File: src/rtl/spi_pkg.sv
// Shared types for the SPI read master: FSM state encoding and SPI mode constants.
package spi_pkg;

  typedef enum logic [2:0] {
    GUARD = 3'd0,
    IDLE  = 3'd1,
    SETUP = 3'd2,
    SHIFT = 3'd3,
    HOLD  = 3'd4,
    DONE  = 3'd5
  } state_e;

  // {CPOL,CPHA}
  localparam logic [1:0] MODE0 = 2'b00;
  localparam logic [1:0] MODE1 = 2'b01;
  localparam logic [1:0] MODE2 = 2'b10;
  localparam logic [1:0] MODE3 = 2'b11;

endpackage

File: src/rtl/spi_clk_gen.sv
// Half-period divider and SCLK generator; hp_tick pulses once every CLK_DIV clks while enabled.
// SCLK is a plain register output, parked at the idle level whenever run_i is low.
module spi_clk_gen #(
  parameter int CLK_DIV  = 26,
  parameter bit IDLE_LVL = 1'b0
) (
  input  logic clk,
  input  logic rst_l,
  input  logic en_i,
  input  logic clr_i,
  input  logic run_i,
  output logic hp_tick_o,
  output logic sclk_o
);

  localparam int DIV_W = (CLK_DIV > 1) ? $clog2(CLK_DIV) : 1;

  logic [DIV_W-1:0] cnt_q;
  logic             sclk_q;

  assign hp_tick_o = en_i && !clr_i && (cnt_q == DIV_W'(CLK_DIV - 1));
  assign sclk_o    = sclk_q;

  always_ff @(posedge clk or negedge rst_l) begin
    if (!rst_l) begin
      cnt_q  <= '0;
      sclk_q <= IDLE_LVL;
    end else begin
      if (clr_i || hp_tick_o) begin
        cnt_q <= '0;
      end else if (en_i) begin
        cnt_q <= cnt_q + 1'b1;
      end
      if (!run_i) begin
        sclk_q <= IDLE_LVL;
      end else if (hp_tick_o) begin
        sclk_q <= ~sclk_q;
      end
    end
  end

endmodule

File: src/rtl/spi_read_master.sv
// SPI read-only master: one DATA_W word per rd request, d_ready held until rd drops.
// Latency (2*DATA_W+2)*CLK_DIV clks from acceptance; CS-high guard of GUARD_HP half-periods between words.
module spi_read_master
  import spi_pkg::*;
#(
  parameter int DATA_W   = 16,
  parameter int CLK_DIV  = 26,
  parameter int N_CS     = 1,
  parameter int CPOL     = 0,
  parameter int CPHA     = 0,
  parameter int GUARD_HP = 22,
  parameter int CH_W     = 1
) (
  input  logic              clk,
  input  logic              rst_l,
  input  logic              sdo,
  output logic              sclk,
  output logic [N_CS-1:0]   cs_n,
  input  logic              rd,
  input  logic [CH_W-1:0]   ch,
  output logic              busy,
  output logic              d_ready,
  output logic [DATA_W-1:0] d
);

  localparam logic [1:0] MODE         = {1'(CPOL), 1'(CPHA)};
  localparam logic       IDLE_LVL     = MODE[1];
  localparam logic       SAMPLE_TRAIL = (MODE == MODE1) || (MODE == MODE3);
  localparam int         GRD_W        = $clog2(GUARD_HP + 1);
  localparam int         BIT_W        = $clog2(DATA_W + 1);

  state_e              state_q;
  logic [GRD_W-1:0]    guard_q;
  logic [BIT_W-1:0]    bit_q;
  logic [DATA_W-1:0]   sh_q;
  logic [DATA_W-1:0]   d_q;
  logic [N_CS-1:0]     cs_n_q;
  logic                busy_q;
  logic                drdy_q;
  logic                hp_tick;
  logic                accept;
  logic                trailing;
  logic                sample;

  assign accept   = (state_q == IDLE) && rd && (32'(ch) < N_CS);
  assign trailing = (sclk != IDLE_LVL);
  assign sample   = (state_q == SHIFT) && hp_tick && (trailing == SAMPLE_TRAIL);

  assign cs_n    = cs_n_q;
  assign busy    = busy_q;
  assign d_ready = drdy_q;
  assign d       = d_q;

  spi_clk_gen #(
    .CLK_DIV  (CLK_DIV),
    .IDLE_LVL (IDLE_LVL)
  ) u_clk_gen (
    .clk       (clk),
    .rst_l     (rst_l),
    .en_i      (state_q != IDLE),
    .clr_i     (accept),
    .run_i     (state_q == SHIFT),
    .hp_tick_o (hp_tick),
    .sclk_o    (sclk)
  );

  always_ff @(posedge clk or negedge rst_l) begin
    if (!rst_l) begin
      state_q <= GUARD;
      guard_q <= '0;
      bit_q   <= '0;
      sh_q    <= '0;
      d_q     <= '0;
      cs_n_q  <= '1;
      busy_q  <= 1'b1;
      drdy_q  <= 1'b0;
    end else begin
      case (state_q)
        GUARD: if (hp_tick) begin
          if (guard_q == GRD_W'(GUARD_HP - 1)) begin
            guard_q <= '0;
            busy_q  <= 1'b0;
            state_q <= IDLE;
          end else begin
            guard_q <= guard_q + 1'b1;
          end
        end
        IDLE: if (accept) begin
          cs_n_q  <= ~(N_CS'(1) << ch);
          busy_q  <= 1'b1;
          bit_q   <= BIT_W'(DATA_W);
          state_q <= SETUP;
        end
        SETUP: if (hp_tick) state_q <= SHIFT;
        SHIFT: if (hp_tick) begin
          if (sample) begin
            sh_q  <= {sh_q[DATA_W-2:0], sdo};
            bit_q <= bit_q - 1'b1;
          end
          // The final edge is always a trailing one; with CPHA=1 it also takes the last bit.
          if (trailing && (bit_q == BIT_W'(SAMPLE_TRAIL))) state_q <= HOLD;
        end
        HOLD: if (hp_tick) begin
          d_q     <= sh_q;
          drdy_q  <= 1'b1;
          cs_n_q  <= '1;
          state_q <= DONE;
        end
        DONE: if (!rd) begin
          drdy_q  <= 1'b0;
          guard_q <= '0;
          state_q <= GUARD;
        end
        default: begin
          cs_n_q  <= '1;
          drdy_q  <= 1'b0;
          busy_q  <= 1'b1;
          guard_q <= '0;
          state_q <= GUARD;
        end
      endcase
    end
  end

endmodule

File: config.mk
export PLATFORM = sky130hd
export DESIGN_NAME = spi_read_master
export DESIGN_NICKNAME = d
export VERILOG_FILES = /design/src/rtl/spi_pkg.sv /design/src/rtl/spi_clk_gen.sv /design/src/rtl/spi_read_master.sv
export SDC_FILE = /design/constraint.sdc
export NUM_CORES = 1
export LEC_CHECK = 0
export ABC_AREA = 1
export BUFFER_PORTS_ARGS = -buffer_cell sky130_fd_sc_hd__buf_4
export CAP_MARGIN = 20
export CORE_MARGIN = 2
export CORE_UTILIZATION = 32
export CTS_BUF_LIST = sky130_fd_sc_hd__clkbuf_4
export CTS_CLUSTER_SIZE = 28
export DETAILED_ROUTE_END_ITERATION = 8
export PLACE_DENSITY = 0.55
export SYNTH_ARGS = -nofsm -noshare
export SYNTH_HDL_FRONTEND = slang
export SYNTH_SLANG_ARGS = --single-unit
File: constraint.sdc
create_clock -name clk -period 1.9 [get_ports clk]
set_input_delay 0.38 -clock clk [delete_from_list [all_inputs] [get_ports clk]]
set_output_delay 0.38 -clock clk [all_outputs]
set_load 0.01 [all_outputs]
== Word level (Yosys, flattened, before mapping) ==
Index checks and enable logic that the tools add are counted.

* Div/mod/pow operators: 0
* Eq/ne operators: 17
* Shift-type cells: 1
* Bitwise operators: 6
* Multipliers: 0
* Order comparisons: 1
* Muxes and demuxes: 30
* Reductions and logical operators: 25
* $add $sub $neg: 3

{| class="wikitable"
|+ Operator list
! operator !! count
|-
| two-way mux 5 bit || 8
|-
| two-way mux 3 bit || 8
|-
| case mux 3 bit (6 select lines) || 1
|-
| inequality test 2 bit (second input constant) || 8
|-
| OR reduction 4 bit || 4
|-
| case mux 5 bit (3 select lines) || 1
|-
| AND reduction 3 bit || 4
|-
| adder 5 x 1 -> 5 bit (second input constant) || 2
|-
| equality test 5 bit (second input constant) || 2
|-
| case mux 5 bit (2 select lines) || 1
|-
| case mux 1 bit (3 select lines) || 3
|-
| two-way mux 1 bit || 8
|-
| AND reduction 4 bit || 2
|-
| AND reduction 8 bit || 1
|-
| logical AND 1 bit || 7
|-
| equality test 3 x 2 -> 1 bit (second input constant) || 2
|-
| equality test 3 bit (second input constant) || 2
|-
| inverter 1 bit || 6
|-
| zero test 5 bit || 1
|-
| subtractor 5 x 1 -> 5 bit (second input constant) || 1
|-
| nonzero test 2 bit || 2
|-
| equality test 3 x 1 -> 1 bit (second input constant) || 1
|-
| zero test 3 bit || 1
|-
| inequality test 3 x 1 -> 1 bit (second input constant) || 1
|-
| 6 further kinds || 6
|}

* Input bits: 5
* Flip-flop bits (word level): 54
* ROM bits: 0
* Memories: 0
* Memory bits (writable): 0
* Output and inout bits: 20
* Bits in latches: 0

== Depth between registers and ports, before layout ==
Gate-level depths: netlist of the first run.

* Depth after elaboration: 11
* Mapped depth: 11
* Depth with buffers taken out: 11

== Hierarchy ==
A second synthesis of the first run with hierarchy kept.

* Cell total of the unflattened synthesis: 320
* Area total of the unflattened synthesis: 2,676.3 um^2

{| class="wikitable"
|+ Modules (own cells, without submodules)
! module !! area each (um^2) !! cells each !! times used !! seq. area each (um^2)
|-
| spi_read_master || 2,274.7 || 265 || 1 || 1,203.7
|-
| spi_clk_gen || 401.6 || 55 || 1 || 150.1
|}

== Least setup slack after synthesis of the first run ==
Ideal clock, no wire load.

* Path type: reg2reg
* Start point: register u_clk_gen.cnt_q[1]
* End point: register sh_q[2]
* Arrival: 1.308 ns
* Path slack: 0.466 ns
* Data required time: 1.774 ns
* Buffers on the path: 1
* Cell stages (with the launch flop): 9
* Path through: dfrtp_1 -> inv_1 -> ha_1 -> nand3_1 -> nor2_2 -> nand3_2 -> buf_2 -> nand2_1 -> o21ai_0

* Word-level cells in the longest chain between the ends: 5

{| class="wikitable"
|+ RTL lines
! element !! RTL line !! RTL
|-
| start: declaration || spi_clk_gen.sv:18 || <nowiki>logic [DIV_W-1:0] cnt_q;</nowiki>
|-
| start signal: assignment || spi_clk_gen.sv:32 || <nowiki>cnt_q <= cnt_q + 1'b1;</nowiki>
|-
| equality test 5 bit * || spi_clk_gen.sv:21 || <nowiki>assign hp_tick_o = en_i && !clr_i && (cnt_q == DIV_W'(CLK_DIV - 1));</nowiki>
|-
| logical AND 1 bit * || spi_clk_gen.sv:21 ||
|-
| logical AND 1 bit (2 in series) || spi_read_master.sv:47 || <nowiki>assign sample = (state_q == SHIFT) && hp_tick && (trailing == SAMPLE_TRAIL);</nowiki>
|-
| AND reduction 3 bit (no line) * || - ||
|-
| end signal: assignment || spi_read_master.sv:97 || <nowiki>sh_q <= {sh_q[DATA_W-2:0], sdo};</nowiki>
|-
| end: declaration || spi_read_master.sv:35 || <nowiki>logic [DATA_W-1:0] sh_q;</nowiki>
|}

Every way passes the cells marked *; elsewhere a longest branch is shown, timed or not.
A chain may end at the register's enable or synchronous reset.

== Worst setup path in the final report of the first run ==
* Start point: register u_clk_gen.cnt_q[1]
* End point: register state_q[0]

* Word-level cells in the longest chain between the ends: 4
* Elaborated cells on any way between the ends: 7
* Classes of those cells: eq/ne: 5; reduce/logical: 2

{| class="wikitable"
|+ RTL lines
! element !! RTL line !! RTL
|-
| equality test 5 bit * || spi_clk_gen.sv:21 ||
|-
| logical AND 1 bit * || spi_clk_gen.sv:21 ||
|-
| inequality test 2 bit (no line) || - ||
|-
| AND reduction 8 bit (no line) * || - ||
|-
| end signal: assignment || spi_read_master.sv:69 || <nowiki>state_q <= GUARD;</nowiki>
|-
| end signal: assignment || spi_read_master.sv:83 || <nowiki>state_q <= IDLE;</nowiki>
|-
| end signal: assignment || spi_read_master.sv:92 || <nowiki>state_q <= SETUP;</nowiki>
|-
| end: declaration || spi_read_master.sv:32 || <nowiki>state_e state_q;</nowiki>
|}

Marked as above.

==> run summary, run 1 <==
status -> complete, but fails checks
failing checks -> hold timing
pwr dens -> 1260 nW/um2
most frequent cells in the layout -> nand2_1, dfrtp_1, inv_1
Total GRT Usage -> 0.119
setup slack after placement -> 0.253 ns
routability cong. -> 0.803
IO Port Bufs -> 24
syn nets -> 321
die area -> 8930 um2
sequential share of the synthesized area -> 0.517
Comb power frac -> 0.407
Tot Pwr -> 3.77 mW
Slew @ Worst Pin -> 0.684 ns
slew margin rel. -> 0.544
RSZ-0062 raised after global routing -> false
Final TNS setup -> 0 ns
ANT cells -> 0
worst min-delay path class -> in -> async
met1 Resource Use GR -> 0.166
num rows -> 33
Post-CTS Setup Bufs -> 0
Synth top area share -> 0.497
worst setup margin -> 0.233 ns
Core Footprint -> 8090 um2
grt ovf -> 0
GR met2 Demand/Resource -> 0.179
Residual DRC -> 0
number of global-route vias before repair -> 1866
synthesized area -> 2620 um2
synthesis-to-layout area growth -> 14.1%
fin crit period -> 1.67 ns
syn avg cell area -> 8.51 um2
chip height -> 94.5 um
Setup crit start kind -> register
LEAKAGE -> 1.45 nW
CP cell instances -> inv_1, ha_1, nand4_1, nand2_2, nand2_1, nor2_2, nand2_2, nand2_1, nand2_1
initial DRC count -> 67
Final setup viols -> 0
Switch Pwr -> 1.57 mW
number of max-cap violations -> 0
commonest non-fill, non-tap cell in the layout -> nand2_1
DR vias/cell -> 4.39
first-pass GRT wire length -> 8480 um
Worst EP required -> 2.20 ns
Max stage delay on crit path -> 0.42 ns
nets@finish -> 347
Final Hold Viols -> 3
maximum clock rate -> 600 MHz
TritonCTS clock tree -> yes
# IOs -> 25
Detail Placement HPWL -> 3320 um
Pins Over Slew Limit -> 0
main area contributors after synthesis -> dfrtp_1, nand2_1, o21ai_0
initial antenna violation count -> 0
Routed Antenna Nets -> 0
clk_lat worst skew -> 0.39 ns
Hold WS -> -0.00660 ns
sw frac -> 0.417
Die W -> 94.5 um
DRT Wirelength -> 4790 um
Internal -> 2.20 mW
clock transition at the registers of the reported paths -> 0.17 ns
pin count of the biggest net entering global routing -> 55
GRT busiest layer -> met2
clk buf depth -> 2
R2R Path Start -> u_clk_gen.cnt_q[1]
GR Util met3 -> 0.0335
Warnings, synthesis -> 0
hold_buf cts -> 0
Synth cell types -> 28
cts repair resizes -> 0
peak supply drop -> 0.472 mV
most used cell, CP -> nand2_1
post-route clock period utilization -> 0.877
root buffer cell -> clkbuf_4
CTS sink cnt -> 54
share of total power in sequential cells -> 0.413
post-synth top area cell -> dfrtp_1
via count -> 1930
crit end category -> register
Starting Density -> 0.324
H-tree lvl count -> 2
Yosys reg bits -> 54
Post-Synthesis Cells -> 308
crit path DAT -> 1.97 ns
clock share of power -> 0.180
critical setup path kind -> reg -> reg
proportion of layout cells with a drive suffix above 1 -> 0.188
Crit-path slowest cell -> dfrtp_1
number of fill cells -> 856
Worst Setup SP -> u_clk_gen.cnt_q[1]
CP max FO -> 5
Final Skew -> 0.0140 ns
TritonRoute pass-1 iters -> 4
post-DR wirelength/cell -> 10.9 um
CTS Buf Count -> 5
==> sequential cells by signal, summed over array words and instances (netlist names) <==
register	count
d	16
bit_q	5
busy	1
cs_n	1
d_ready	1
u_clk_gen.cnt_q	5
state_q	3
guard_q	5
u_clk_gen.sclk_o	1
sh_q	16
==> power by group through the flow <==
stage,clock network (mW),registers (mW),logic (mW)
floorplan,0,1.55,1.25
global placement,0,1.58,1.54
detailed placement,0,1.58,1.55
CTS,0.711,1.56,1.56
global route,0.746,1.59,1.78
finish,0.678,1.56,1.53
==> cells by family (layout without fill, tap and decap cells) <==
family | Yosys count | in the layout | synth area share
and+or+nand+nor | 147 | 147 | 0.261
DFF | 54 | 54 | 0.517
AOI/OAI and AO/OA | 47 | 47 | 0.0917
buffers and inverters | 46 | 73 | 0.0716
adders and majority gates | 8 | 8 | 0.0382
xor gates and xnor gates | 5 | 5 | 0.0167
muxes | 1 | 1 | 0.00382
==> path summary, 6_finish.rpt <==
| path | end | slack [ns] | cells after the start |
|---|---|---|---|
| min in group clk | sh_q[0] | 0.23 | 3 |
| hold reg to reg | cs_n | 0.47 | 2 |
| setup reg to reg | state_q[0] | 0.23 | 9 |
| setup / recovery | state_q[0] | 0.23 | 9 |
| hold / removal | d[5] | -0.007 | 1 |
| max in group asynchronous | bit_q[1] | 1.44 | 1 |
==> cells in the mapped netlist (all sizes together) <==
master / instances
dfrtp: 52
or2: 1
nand3: 20
clkbuf: 1
xnor2: 2
nor2: 25
nor3: 2
dfstp: 2
nand4: 6
mux2i: 1
ha: 8
a21oi: 1
buf: 6
o21ai: 45
xor2: 3
o22ai: 1
inv: 39
nand2: 93
==> cell type report <==
class                   count  area [um2]  share of cell area
clock buffers               5        37.5              0.0126
clock inverters             3        47.5              0.0159
inverters                  39         146              0.0490
multi-input cells         208        1080               0.361
flip-flops and latches     54        1350               0.453
well taps                 105         131              0.0439
repair buffers             26         195              0.0653
==> through the flow <==
| stage | cells | util | instance area, um2 |
|---|---|---|---|
| 2_1_floorplan | 308 | - | 2620 |
| 3_3_place_gp | 432 | 0.359 | 2910 |
| 3_5_place_dp | 432 | 0.359 | 2910 |
| 4_1_cts | 440 | 0.370 | 2990 |
| 5_1_grt | 440 | 0.370 | 2990 |
| 6_report | 440 | 0.370 | 2990 |
==> worst max-delay path, delay by kind of cell, from the launching register on <==
kind,cells,cell delay [ns]
fa+ha+maj,1,0.17
simple gates,7,0.90
buf+inv,1,0.09
flops,1,0.42
==> metal layers <==
metal | part of all wire | up-vias
li1 | - | 1031
met1 | 0.50 | 867
met2 | 0.44 | 24
met3 | 0.052 | 8
met4 | 0.013 | 0
met5 | 0 | -
No activity file was read; power rests on OpenSTA's default activity.
==> run 2: changes to the inputs <==
--- a/config.mk
+++ b/config.mk
@@ -9,11 +9,11 @@
 export BUFFER_PORTS_ARGS = -buffer_cell sky130_fd_sc_hd__buf_4
 export CAP_MARGIN = 20
 export CORE_MARGIN = 2
-export CORE_UTILIZATION = 32
+export CORE_UTILIZATION = 45
 export CTS_BUF_LIST = sky130_fd_sc_hd__clkbuf_4
 export CTS_CLUSTER_SIZE = 28
 export DETAILED_ROUTE_END_ITERATION = 8
-export PLACE_DENSITY = 0.55
+export PLACE_DENSITY = 0.7
 export SYNTH_ARGS = -nofsm -noshare
 export SYNTH_HDL_FRONTEND = slang
 export SYNTH_SLANG_ARGS = --single-unit
==> run summary, run 2 (synthesis gave the netlist of run 1 again) <==
grt ovf -> 0
RSZ-0062 raised after global routing -> false
H-tree lvl count -> 2
peak supply drop -> 0.600 mV
via count -> 1932
post-DR wirelength/cell -> 11.8 um
Area after DPL -> 2860 um2
clk_lat worst skew -> 0.38 ns
Final TNS setup -> 0 ns
Final Skew -> 0.0110 ns
ANT cells -> 0
CTS sink cnt -> 54
Setup crit start kind -> register
maximum clock rate -> 602 MHz
clock transition at the registers of the reported paths -> 0.16 ns
Met1 Wirelength -> 2340 um
pin count of the biggest net entering global routing -> 55
Starting Density -> 0.470
met3 WL -> 182 um
Core Footprint -> 5570 um2
Routed Antenna Nets -> 0
cts repair resizes -> 0
post-route clock period utilization -> 0.874
worst setup margin -> 0.239 ns
# IOs -> 25
slew margin rel. -> 0.549
Residual DRC -> 0
R2R Path Start -> u_clk_gen.cnt_q[1]
crit end category -> register
R2R Path End -> state_q[1]
synthesis-to-layout area growth -> 11.8%
Slew @ Worst Pin -> 0.677 ns
most frequent cells in the layout -> nand2_1, dfrtp_1, inv_1
r2r setup slk -> 0.24 ns
DRT Wirelength -> 4810 um
FF-to-FF path depth -> 9
LEAKAGE -> 1.44 nW
die area -> 6450 um2
number of max-cap violations -> 0
CP max FO -> 5
Pins Over Slew Limit -> 0
IO Port Bufs -> 24
initial DRC count -> 77
nets@finish -> 347
routability cong. -> 0.894
Detail Placement HPWL -> 3380 um
DR vias/cell -> 4.75
root buffer cell -> clkbuf_4
first-pass GRT wire length -> 8610 um
Post-CTS Setup Bufs -> 0
status -> completed
critical setup path kind -> reg -> reg
Final Util -> 0.526
num rows -> 27
met2 WL -> 2260 um
Final setup viols -> 0
fin area -> 2930 um2
Worst EP required -> 2.19 ns
setup slack after placement -> 0.282 ns
Final Hold Viols -> 0
number of fill cells -> 528
CTS Buf Count -> 5
number of global-route vias before repair -> 1849
fin crit period -> 1.66 ns
chip height -> 80.3 um
TritonRoute pass-1 iters -> 4
proportion of layout cells with a drive suffix above 1 -> 0.188
worst min-delay path class -> in -> async
hold_buf cts -> 0
TritonCTS clock tree -> yes
Total GRT Usage -> 0.172
clk buf depth -> 2
pwr dens -> 1250 nW/um2
Die W -> 80.3 um
crit path DAT -> 1.95 ns
commonest non-fill, non-tap cell in the layout -> nand2_1
initial antenna violation count -> 0
DR top layer -> met4
## run 2: cell count changes in the layout (fill, tap and decap cells not counted), sizes merged
cell / before / now
bufinv: 1 / 0
clkinv: 1 / 2
## run 2: how the worst max path moves through the flow
| stage | start | to | slack, ns |
|---|---|---|---|
| 2_1_floorplan | u_clk_gen.cnt_q[1] | sh_q[2] | 0.47 |
| 3_3_place_gp | state_q[2] | state_q[1] | 0.35 |
| 3_5_place_dp | u_clk_gen.cnt_q[1] | d[4] | 0.28 |
| 4_1_cts | u_clk_gen.cnt_q[1] | d[4] | 0.25 |
| 5_1_grt | u_clk_gen.cnt_q[1] | sh_q[2] | 0.08 |
| 6_report | u_clk_gen.cnt_q[1] | state_q[1] | 0.24 |
## run 2: cell type report
cell class,count,area [um2],share of cell area
Timing Repair Buffer,26,195,0.0666
Tap cell,72,90.1,0.0307
Inverter,39,146,0.0500
Clock buffer,5,37.5,0.0128
Sequential cell,54,1350,0.462
Clock inverter,3,28.8,0.00982
Multi-Input combinational cell,208,1080,0.368
## run 2: metal layers
metal  vias to the layer above  GRT usage
met5                         -          0
met1                       883      0.234
li1                       1022          -
met3                         2     0.0483
met2                        25      0.274
met4                         0     0.0407
## run 2: per-stage QoR
stage          cells  hold slack, ns  power, mW
2_1_floorplan    308          0.0844       2.80
3_3_place_gp     399           0.450       3.10
3_5_place_dp     399           0.454       3.15
4_1_cts          407          0.0204       3.72
5_1_grt          407          0.0227       4.02
6_report         407         0.00593       3.67
## run 2: power by group
part,switching [mW],internal [mW],total (mW)
Sequential,0.209,1.35,1.56
Clock,0.398,0.159,0.557
Combinational,0.996,0.556,1.55
## run 2: critical path: stages (launching register included)
cell     delay, ns
dfrtp_1       0.41
inv_1         0.10
ha_1          0.17
nand4_1       0.26
nand2_2       0.16
nand2_1       0.09
nor2_2        0.17
nand2_2       0.08
nand2_1       0.07
nand2_1       0.05
